===== config.mk =====
export PLATFORM = sky130hd
export DESIGN_NAME = dll_cmd_arbiter
export DESIGN_NICKNAME = d
export VERILOG_FILES = /design/src/rtl/dll_pkg.sv /design/src/rtl/rr_arb.sv /design/src/rtl/dll_cmd_arbiter.sv
export SDC_FILE = /design/constraint.sdc
export NUM_CORES = 1
export LEC_CHECK = 0
export ABC_AREA = 1
export CORE_MARGIN = 5
export CORE_UTILIZATION = 53
export DETAILED_ROUTE_END_ITERATION = 6
export PLACE_DENSITY_LB_ADDON = 0.25
export SLEW_MARGIN = 20
export SYNTH_ARGS = -nofsm -noshare
export SYNTH_HDL_FRONTEND = slang
export SYNTH_SLANG_ARGS = --single-unit

===== constraint.sdc =====
create_clock -name clk -period 4.9 [get_ports clk]
set_clock_uncertainty 0.05 [all_clocks]
set_input_delay 0.49 -clock clk [delete_from_list [all_inputs] [get_ports clk]]
set_output_delay 0.49 -clock clk [all_outputs]
set_load 0.05 [all_outputs]

===== src/rtl/dll_pkg.sv =====
// Shared types for the doubly linked list controller and its command arbiter.
package dll_pkg;

  localparam int unsigned ID_N      = 4;
  localparam int unsigned PTR_N     = 8;
  localparam int unsigned OP_PUSH_B = 0;

  typedef logic [1:0]                   op_t;
  typedef logic [$clog2(ID_N)-1:0]      id_t;
  typedef logic [$clog2(PTR_N)-1:0]     ptr_t;
  typedef logic [$clog2(PTR_N+1)-1:0]   cnt_t;

  typedef enum logic [1:0] {
    StIdle,
    StDrain,
    StClr,
    StDone
  } arb_state_t;

endpackage


===== src/rtl/rr_arb.sv =====
// Round-robin picker: the first set request at or after ptr_i (wrapping) wins.
module rr_arb #(
  parameter int unsigned N = 4
) (
  input  logic [N-1:0]         req_i,
  input  logic [$clog2(N)-1:0] ptr_i,
  output logic [N-1:0]         gnt_o
);

  localparam int unsigned PW = $clog2(N);

  logic          found;
  int unsigned   idx;
  logic [PW-1:0] sel;

  always_comb begin
    gnt_o = '0;
    found = 1'b0;
    idx   = 0;
    sel   = '0;
    for (int unsigned off = 0; off < N; off++) begin
      idx = (int'(ptr_i) + off) % N;
      sel = PW'(idx);
      if (!found && req_i[sel]) begin
        gnt_o[sel] = 1'b1;
        found      = 1'b1;
      end
    end
  end

endmodule


===== src/rtl/dll_cmd_arbiter.sv =====
// Shares the controller command port between REQ_N requesters and sequences list clear.
// Define DLL_ARB_STATS_EN to add saturating push/pop/reject grant counters.
module dll_cmd_arbiter
  import dll_pkg::*;
#(
  parameter int unsigned REQ_N = 4,
  parameter int unsigned ID_N  = dll_pkg::ID_N,
  parameter int unsigned PTR_N = dll_pkg::PTR_N
) (
  input  logic                          clk,
  input  logic                          rst,
  input  logic [REQ_N-1:0]              req_vld,
  input  logic [REQ_N*$bits(op_t)-1:0]  req_op,
  input  logic [REQ_N*$bits(id_t)-1:0]  req_id,
  output logic [REQ_N-1:0]              req_rdy,
  output logic                          cmd_pass,
  output logic [$bits(op_t)-1:0]        cmd_op,
  output logic [$bits(id_t)-1:0]        cmd_id,
  input  logic [$bits(ptr_t)-1:0]       cmd_push_ptr_r,
  input  logic [$bits(ptr_t)-1:0]       cmd_pop_ptr_w,
  output logic                          clear,
  input  logic                          busy_r,
  input  logic                          clr_req,
  output logic                          clr_done,
  output logic                          rsp_vld,
  output logic [$clog2(REQ_N)-1:0]      rsp_req,
  output logic [$bits(ptr_t)-1:0]       rsp_ptr,
  output logic                          rsp_err
`ifdef DLL_ARB_STATS_EN
  ,
  output logic [31:0]                   stat_push_r,
  output logic [31:0]                   stat_pop_r,
  output logic [31:0]                   stat_rej_r
`endif
);

  localparam int unsigned RW = $clog2(REQ_N);
  localparam int unsigned OW = $bits(op_t);
  localparam int unsigned IW = $bits(id_t);

  arb_state_t     state_q, state_d;
  logic [RW-1:0]  rr_ptr_q, rr_next;
  cnt_t           cnt_q [ID_N];
  cnt_t           tot_q;
  logic           last_pass_q;
  id_t            last_id_q;
  logic           clr_arm_q, clr_arm_d;

  logic [REQ_N-1:0] elig, gnt;
  logic             gnt_any, win_push, legal;
  logic [RW-1:0]    win;
  op_t              win_op;
  id_t              win_id;

  // An id issued last cycle must wait one cycle; other ids may follow immediately.
  always_comb begin
    elig = '0;
    for (int i = 0; i < int'(REQ_N); i++) begin
      elig[i] = req_vld[i] && (state_q == StIdle) && !clr_req &&
                !(last_pass_q && (req_id[i*IW +: IW] == last_id_q));
    end
  end

  rr_arb #(
    .N(REQ_N)
  ) u_rr_arb (
    .req_i(elig),
    .ptr_i(rr_ptr_q),
    .gnt_o(gnt)
  );

  always_comb begin
    win    = '0;
    win_op = '0;
    win_id = '0;
    for (int i = 0; i < int'(REQ_N); i++) begin
      if (gnt[i]) begin
        win    = RW'(i);
        win_op = req_op[i*OW +: OW];
        win_id = req_id[i*IW +: IW];
      end
    end
  end

  assign gnt_any  = |gnt;
  assign win_push = win_op[OP_PUSH_B];
  assign legal    = win_push ? (tot_q < cnt_t'(PTR_N)) : (cnt_q[win_id] != '0);
  assign rr_next  = (win == RW'(REQ_N - 1)) ? '0 : win + RW'(1);

  assign req_rdy  = gnt;
  assign cmd_pass = gnt_any && legal;
  assign cmd_op   = win_op;
  assign cmd_id   = win_id;
  assign clear    = (state_q == StClr);
  assign clr_done = (state_q == StDone);

  always_comb begin
    state_d   = state_q;
    clr_arm_d = clr_arm_q;
    // A clear request held across completion must drop before it can re-trigger.
    if (!clr_req) clr_arm_d = 1'b1;
    case (state_q)
      StIdle: begin
        if (clr_req && clr_arm_q) begin
          state_d   = StDrain;
          clr_arm_d = 1'b0;
        end
      end
      StDrain: if (!busy_r) state_d = StClr;
      StClr:   state_d = StDone;
      StDone:  state_d = StIdle;
      default: state_d = StIdle;
    endcase
  end

  always_ff @(posedge clk) begin
    if (rst) begin
      state_q     <= StIdle;
      clr_arm_q   <= 1'b1;
      rr_ptr_q    <= '0;
      tot_q       <= '0;
      for (int i = 0; i < int'(ID_N); i++) cnt_q[i] <= '0;
      last_pass_q <= 1'b0;
      last_id_q   <= '0;
      rsp_vld     <= 1'b0;
      rsp_req     <= '0;
      rsp_ptr     <= '0;
      rsp_err     <= 1'b0;
    end else begin
      state_q     <= state_d;
      clr_arm_q   <= clr_arm_d;
      last_pass_q <= cmd_pass;
      last_id_q   <= win_id;
      rsp_vld     <= gnt_any;
      rsp_req     <= win;
      rsp_err     <= gnt_any && !legal;
      rsp_ptr     <= !cmd_pass ? '0 : (win_push ? cmd_push_ptr_r : cmd_pop_ptr_w);
      if (state_q == StClr) begin
        rr_ptr_q <= '0;
        tot_q    <= '0;
        for (int i = 0; i < int'(ID_N); i++) cnt_q[i] <= '0;
      end else if (gnt_any) begin
        rr_ptr_q <= rr_next;
        if (legal) begin
          if (win_push) begin
            cnt_q[win_id] <= cnt_q[win_id] + cnt_t'(1);
            tot_q         <= tot_q + cnt_t'(1);
          end else begin
            cnt_q[win_id] <= cnt_q[win_id] - cnt_t'(1);
            tot_q         <= tot_q - cnt_t'(1);
          end
        end
      end
    end
  end

`ifdef DLL_ARB_STATS_EN
  always_ff @(posedge clk) begin
    if (rst || (state_q == StClr)) begin
      stat_push_r <= '0;
      stat_pop_r  <= '0;
      stat_rej_r  <= '0;
    end else begin
      if (cmd_pass && win_push && (stat_push_r != '1)) stat_push_r <= stat_push_r + 32'd1;
      if (cmd_pass && !win_push && (stat_pop_r != '1)) stat_pop_r <= stat_pop_r + 32'd1;
      if (gnt_any && !legal && (stat_rej_r != '1)) stat_rej_r <= stat_rej_r + 32'd1;
    end
  end
`endif

endmodule


=== Word level (Yosys, flattened, before mapping) ===
Memory sizes are Yosys's and may differ from the RTL's.
Index checks and enable logic that the tools add are counted.

* Flip-flop bits (word level): 19
* Bits in writable memories: 16
* Output and inout port bits: 18
* Word-level logic and storage cells: 159
* Memories kept: 1

{| class="wikitable"
|+ Memories
! memory !! depth !! width !! rd ports !! clocked after memory_dff !! wr ports !! RTL line !! source
|-
| cnt_q || 4 || 4 || 1 || 0 || 4 || dll_cmd_arbiter.sv:43 || <nowiki>cnt_t cnt_q [ID_N];</nowiki>
|}

* Add/subtract/negate cells: 8
* Order comparisons: 9
* Equal/unequal tests: 10
* Muxes and demuxes: 69
* Bitwise operators: 9
* Reduce and logical (&&, ||, !) cells: 43

{| class="wikitable"
|+ Operators with widths
! cell !! count
|-
| $mux 4 || 11
|-
| $mux 1 || 34
|-
| $mux 2 || 14
|-
| $logic_and 1x1->1 || 26
|-
| $lt 2x3->1 const B || 4
|-
| $or 4x4->4 || 3
|-
| $logic_not 1->1 || 9
|-
| $add 4x1->4 const B || 2
|-
| $bmux 1 s2 || 4
|-
| $demux 1 s2 || 4
|-
| $eq 2x2->1 || 4
|-
| $ge 2x1->1 const B || 4
|-
| $pmux 2 s4 || 1
|-
| $reduce_or 4->1 || 2
|-
| $sub 4x1->4 const B || 2
|-
| $eq 2x2->1 const B || 3
|-
| $or 1x1->1 || 5
|-
| $add 2x1->2 const B || 2
|-
| $add 2x2->2 const B || 2
|-
| $lt 4x4->1 const B || 1
|-
| $reduce_and 2->1 || 2
|-
| $reduce_bool 4->1 || 1
|-
| $reduce_or 2->1 || 2
|-
| $mux 3 || 1
|-
| 5 further kinds || 5
|}

=== Longest topological paths before layout ===
Gate-level depths: netlist of run 1.
An unclocked memory read counts as a cell.

* Depth in word-level cells: 31
* Mapped depth: 33
* Gate-level depth less buffers: 33

=== Modules after synthesis ===
A second synthesis of run 1 with hierarchy kept.

* Cell total of the unflattened synthesis: 341
* Area, all modules: 2568.7 um2

{| class="wikitable"
|+ Modules (own cells, without submodules)
! module !! times used !! cells each !! area an instance (um2) !! seq. area each (um2)
|-
| dll_cmd_arbiter || 1 || 268 || 2169.6 || 860.8
|-
| rr_arb || 1 || 73 || 399.1 || 0.0
|}

=== Worst setup path before layout of run 1 ===
Ideal clock, no wire load.

* Path kind: reg-to-reg
* From: register rr_ptr_q[0]
* To: memory cnt_q[0][3] (netlist bit) (data pin)
* Arrival: 3.958 ns
* Data required time: 4.591 ns
* Slack: 0.633 ns
* Stages on the path, launching flop included: 22
* Path buffers: 1
* Period minus slack after synthesis: 4.267 ns
* Path through: dfxtp_1 inv_1 ha_1 inv_1 nand3_1 nand2_1 nor2_4 nand3_1 nand3_2 buf_4 inv_1 o21ai_2 nand2_1 nand4_4 inv_1 ha_1 a21oi_1 nand3_1 nand2_1 inv_1 nand2_1 a21oi_1

{| class="wikitable"
|+ RTL lines
! element !! RTL line !! source
|-
| start, declared || dll_cmd_arbiter.sv:42 || <nowiki>logic [RW-1:0] rr_ptr_q, rr_next;</nowiki>
|-
| start signal, assigned || dll_cmd_arbiter.sv:143 || <nowiki>rr_ptr_q <= rr_next;</nowiki>
|-
| end, declared || dll_cmd_arbiter.sv:43 ||
|}

==> results.py, run 1 <==
metrics = {
    "status": {
        "status": "complete, no violations",
    },
    "critical_path": {
        "ff2ff_setup_slack_ns": 0.46,
        "crit_path_start_kind": "primary input",
        "slowest_delay_ns": 0.49,
        "worstPathRequired_ns": 4.89,
        "r2r_start": "state_q[0]",
        "cp_slowest_cell": "clkdlybuf4s50_1",
        "cp-end-kind": "flop",
        "reg2reg_to": "cnt_q[3][3]",
        "path_common_cell": "nand2_1",
        "cp.arrival_ns": 4.49,
        "r2r.worst_path.cells": 31,
        "cp_max_fo": 13,
        "worstSetupPathType": "primary input to flop",
    },
    "synth": {
        "ys_types": 36,
        "syn-mean-instance-area_sq_um": 7.76,
        "synth_fp_nets": 390,
        "synth_area_leaders": "edfxtp_1 18%, dfxtp_1 14%, nand2_1 13%",
        "synth_compound_area_share_pct": 7.51,
        "synth_area_sq_mm": 0.00265,
        "yosys.area.top_type": "edfxtp_1",
        "synthSimpleGateAreaFrac_pct": 41.9,
        "ys_seq_area_share_pct": 32.5,
        "synth_xor_area_share_pct": 0.992,
        "ys_ff_latch": 35,
        "ys_warn_count": 0,
        "synth.mux.area_fraction_pct": 0,
        "postSynthCellCount": 341,
        "synth_top_family_by_area": "simple AND/OR/NAND/NOR gates",
        "synth_top_area_share_pct": 18.1,
        "yosys.area_share.adder_pct": 9.55,
    },
    "worst_hold_path": {
        "hold_end": "tot_q[2]",
        "hold_depth": 2,
        "hold_class": "flop to flop",
        "worstHoldStart": "tot_q[2]",
    },
    "timing": {
        "hold_ws_ns": 0.433,
        "rsz0062_at_grt": "no",
        "hold_viol_final": 0,
        "worstMarginPinSlew_ns": 0.563,
        "drv_slew": 0,
        "post-route-period-util_pct": 91.8,
        "tns_ns": 0,
        "period_minus_slack_ns": 4.50,
        "slew-limit-headroom_pct": 62.3,
        "clock.fmax_ghz": 0.222,
        "setup_viol": 0,
    },
    "clock_network": {
        "cts_tree": "yes",
        "path_clk_slew_ns": 0.07,
        "cts-root-buf": "clkbuf_8",
        "clock-sinks": 35,
        "cts-buffers-inserted": 5,
        "clockBufferDepth": 2,
        "clkLatencyLatePin_ns": 0.29,
        "htreeDepth": 2,
    },
    "floorplan": {
        "rows": 25,
        "design.die.area_sq_mm": 0.00651,
        "coreArea_sq_mm": 0.00479,
        "die_w_um": 80.7,
        "fp.dieH_um": 80.7,
        "initial_utilization_pct": 55.3,
        "ioPinCount": 48,
    },
    "placed_design": {
        "dpl.hpwl_um": 5080,
        "place.gp.congestion": 0.937,
        "dp_cells": 452,
        "io_buffers": 47,
    },
    "finish": {
        "mostFrequentLayoutCells": "90 x nand2_1, 46 x clkdlybuf4s50_1, 38 x inv_1",
        "fin_util_pct": 68.7,
        "fill_cells": 406,
        "nets": 441,
        "final_common_cell": "nand2_1",
        "antenna_cells": 0,
        "seqCellArea_sq_um": 862,
        "multiInputGateArea_sq_mm": 0.00160,
        "layout-drive-gt1-share_pct": 18.1,
        "final_cells": 460,
        "area_delta_synth_final_pct": 24.1,
    },
    "global_route": {
        "track_usage_pct": 21.1,
        "grt_max_degree": 14,
        "grt_pass1_wl_um": 10500,
        "antenna_found_initial": 0,
        "first_global_vias": 2285,
        "grt_remaining_overflow": 0,
    },
    "drt": {
        "drtPass1Iterations": 5,
        "drt_iter0_markers": 112,
        "wirelength_um": 6360,
        "routedWlPerCell_um": 13.8,
        "vias": 2360,
        "viasPerCell": 5.13,
        "antenna_left": 0,
        "remaining_drc_errors": 0,
    },
    "job": {
        "cap_violations": 0,
    },
}
==> worst max path at each step <==
stage | startpoint | end | slack (ns)
2_1_floorplan | rr_ptr_q[0] | cnt_q[0][3] | 0.63
3_3_place_gp | req_id[1] | cmd_pass | 0.16
3_5_place_dp | req_id[1] | cnt_q[3][3] | 0.13
4_1_cts | req_id[1] | cmd_pass | 0.11
5_1_grt | req_id[4] | cnt_q[1][3] | 0.02
6_report | req_id[1] | cnt_q[3][3] | 0.40
==> metrics by stage <==
step	instance area (sq um)	setup WS (ns)
final	3290	0.401
after global routing	3290	0.0235
after CTS	3270	0.110
after detailed placement	3180	0.127
after global placement	3180	0.162
after floorplan	2650	0.633
==> final cells by class <==
cell class	count	area share, %
flip-flops and latches	35	26.2
clock buffers	6	2.32
inverters	47	5.41
repair buffers	47	14.4
clock inverters	2	0.343
multi-input cells	256	48.7
well taps	67	2.55
==> Yosys cell counts (all sizes together) <==
cell type	number
nand2	111
nand3	50
inv	46
nor2	32
a21oi	24
dfxtp	19
ha	17
edfxtp	16
o21ai	6
nor3	3
buf	2
fa	2
xnor2	2
a2111oi	1
a211oi	1
a22o	1
and2	1
clkbuf	1
clkinv	1
nand3b	1
nand4	1
o211ai	1
o221ai	1
xor2	1
==> worst max-delay path: cells and delay by family <==
| family | cells | cell delay (ns) |
|---|---|---|
| buffers and inverters | 6 | 0.93 |
| adders and majority gates | 1 | 0.33 |
| AOI/OAI and AO/OA | 3 | 0.45 |
| and+or+nand+nor | 21 | 2.26 |
==> state kept, by name, summed over array words and instances (netlist names) <==
| register | cells |
|---|---|
| last_id_q | 2 |
| rsp_ptr | 3 |
| rr_ptr_q | 2 |
| rsp_req | 2 |
| cnt_q | 16 |
| last_pass_q | 1 |
| clr_arm_q | 1 |
| rsp_err | 1 |
| state_q | 2 |
| tot_q | 4 |
| rsp_vld | 1 |
==> cell families after synthesis <==
kind of cell,count (synthesis)
AOI/OAI and AO/OA,35
DFF,35
and+or+nand+nor,199
buffers and inverters,50
xor gates and xnor gates,3
adders and majority gates,19
==> per-layer routing <==
metal	share of wire (%)	track usage, %
met4	1.8	8.78
met1	44	26.2
met3	4.8	2.91
met2	49	36.3
met5	0	0
==> timing repair <==
action                     CTS  global route
hold buffers                 0             0
resized for setup            0             5
buffers inserted             0             0
setup endpoints to repair    0             5
Power of run 1 is left out: the tool's default activity adds up to more than one toggle a clock period on the data nets, which glitch-free logic cannot reach.
==> run 2, diff against run 1 <==
SKIP_LAST_GASP = 1   (was not set)
==> results of run 2 <==
Final layout, timing and power as in run 1 (identical DEF).
Power of run 2 is left out for the same reason.
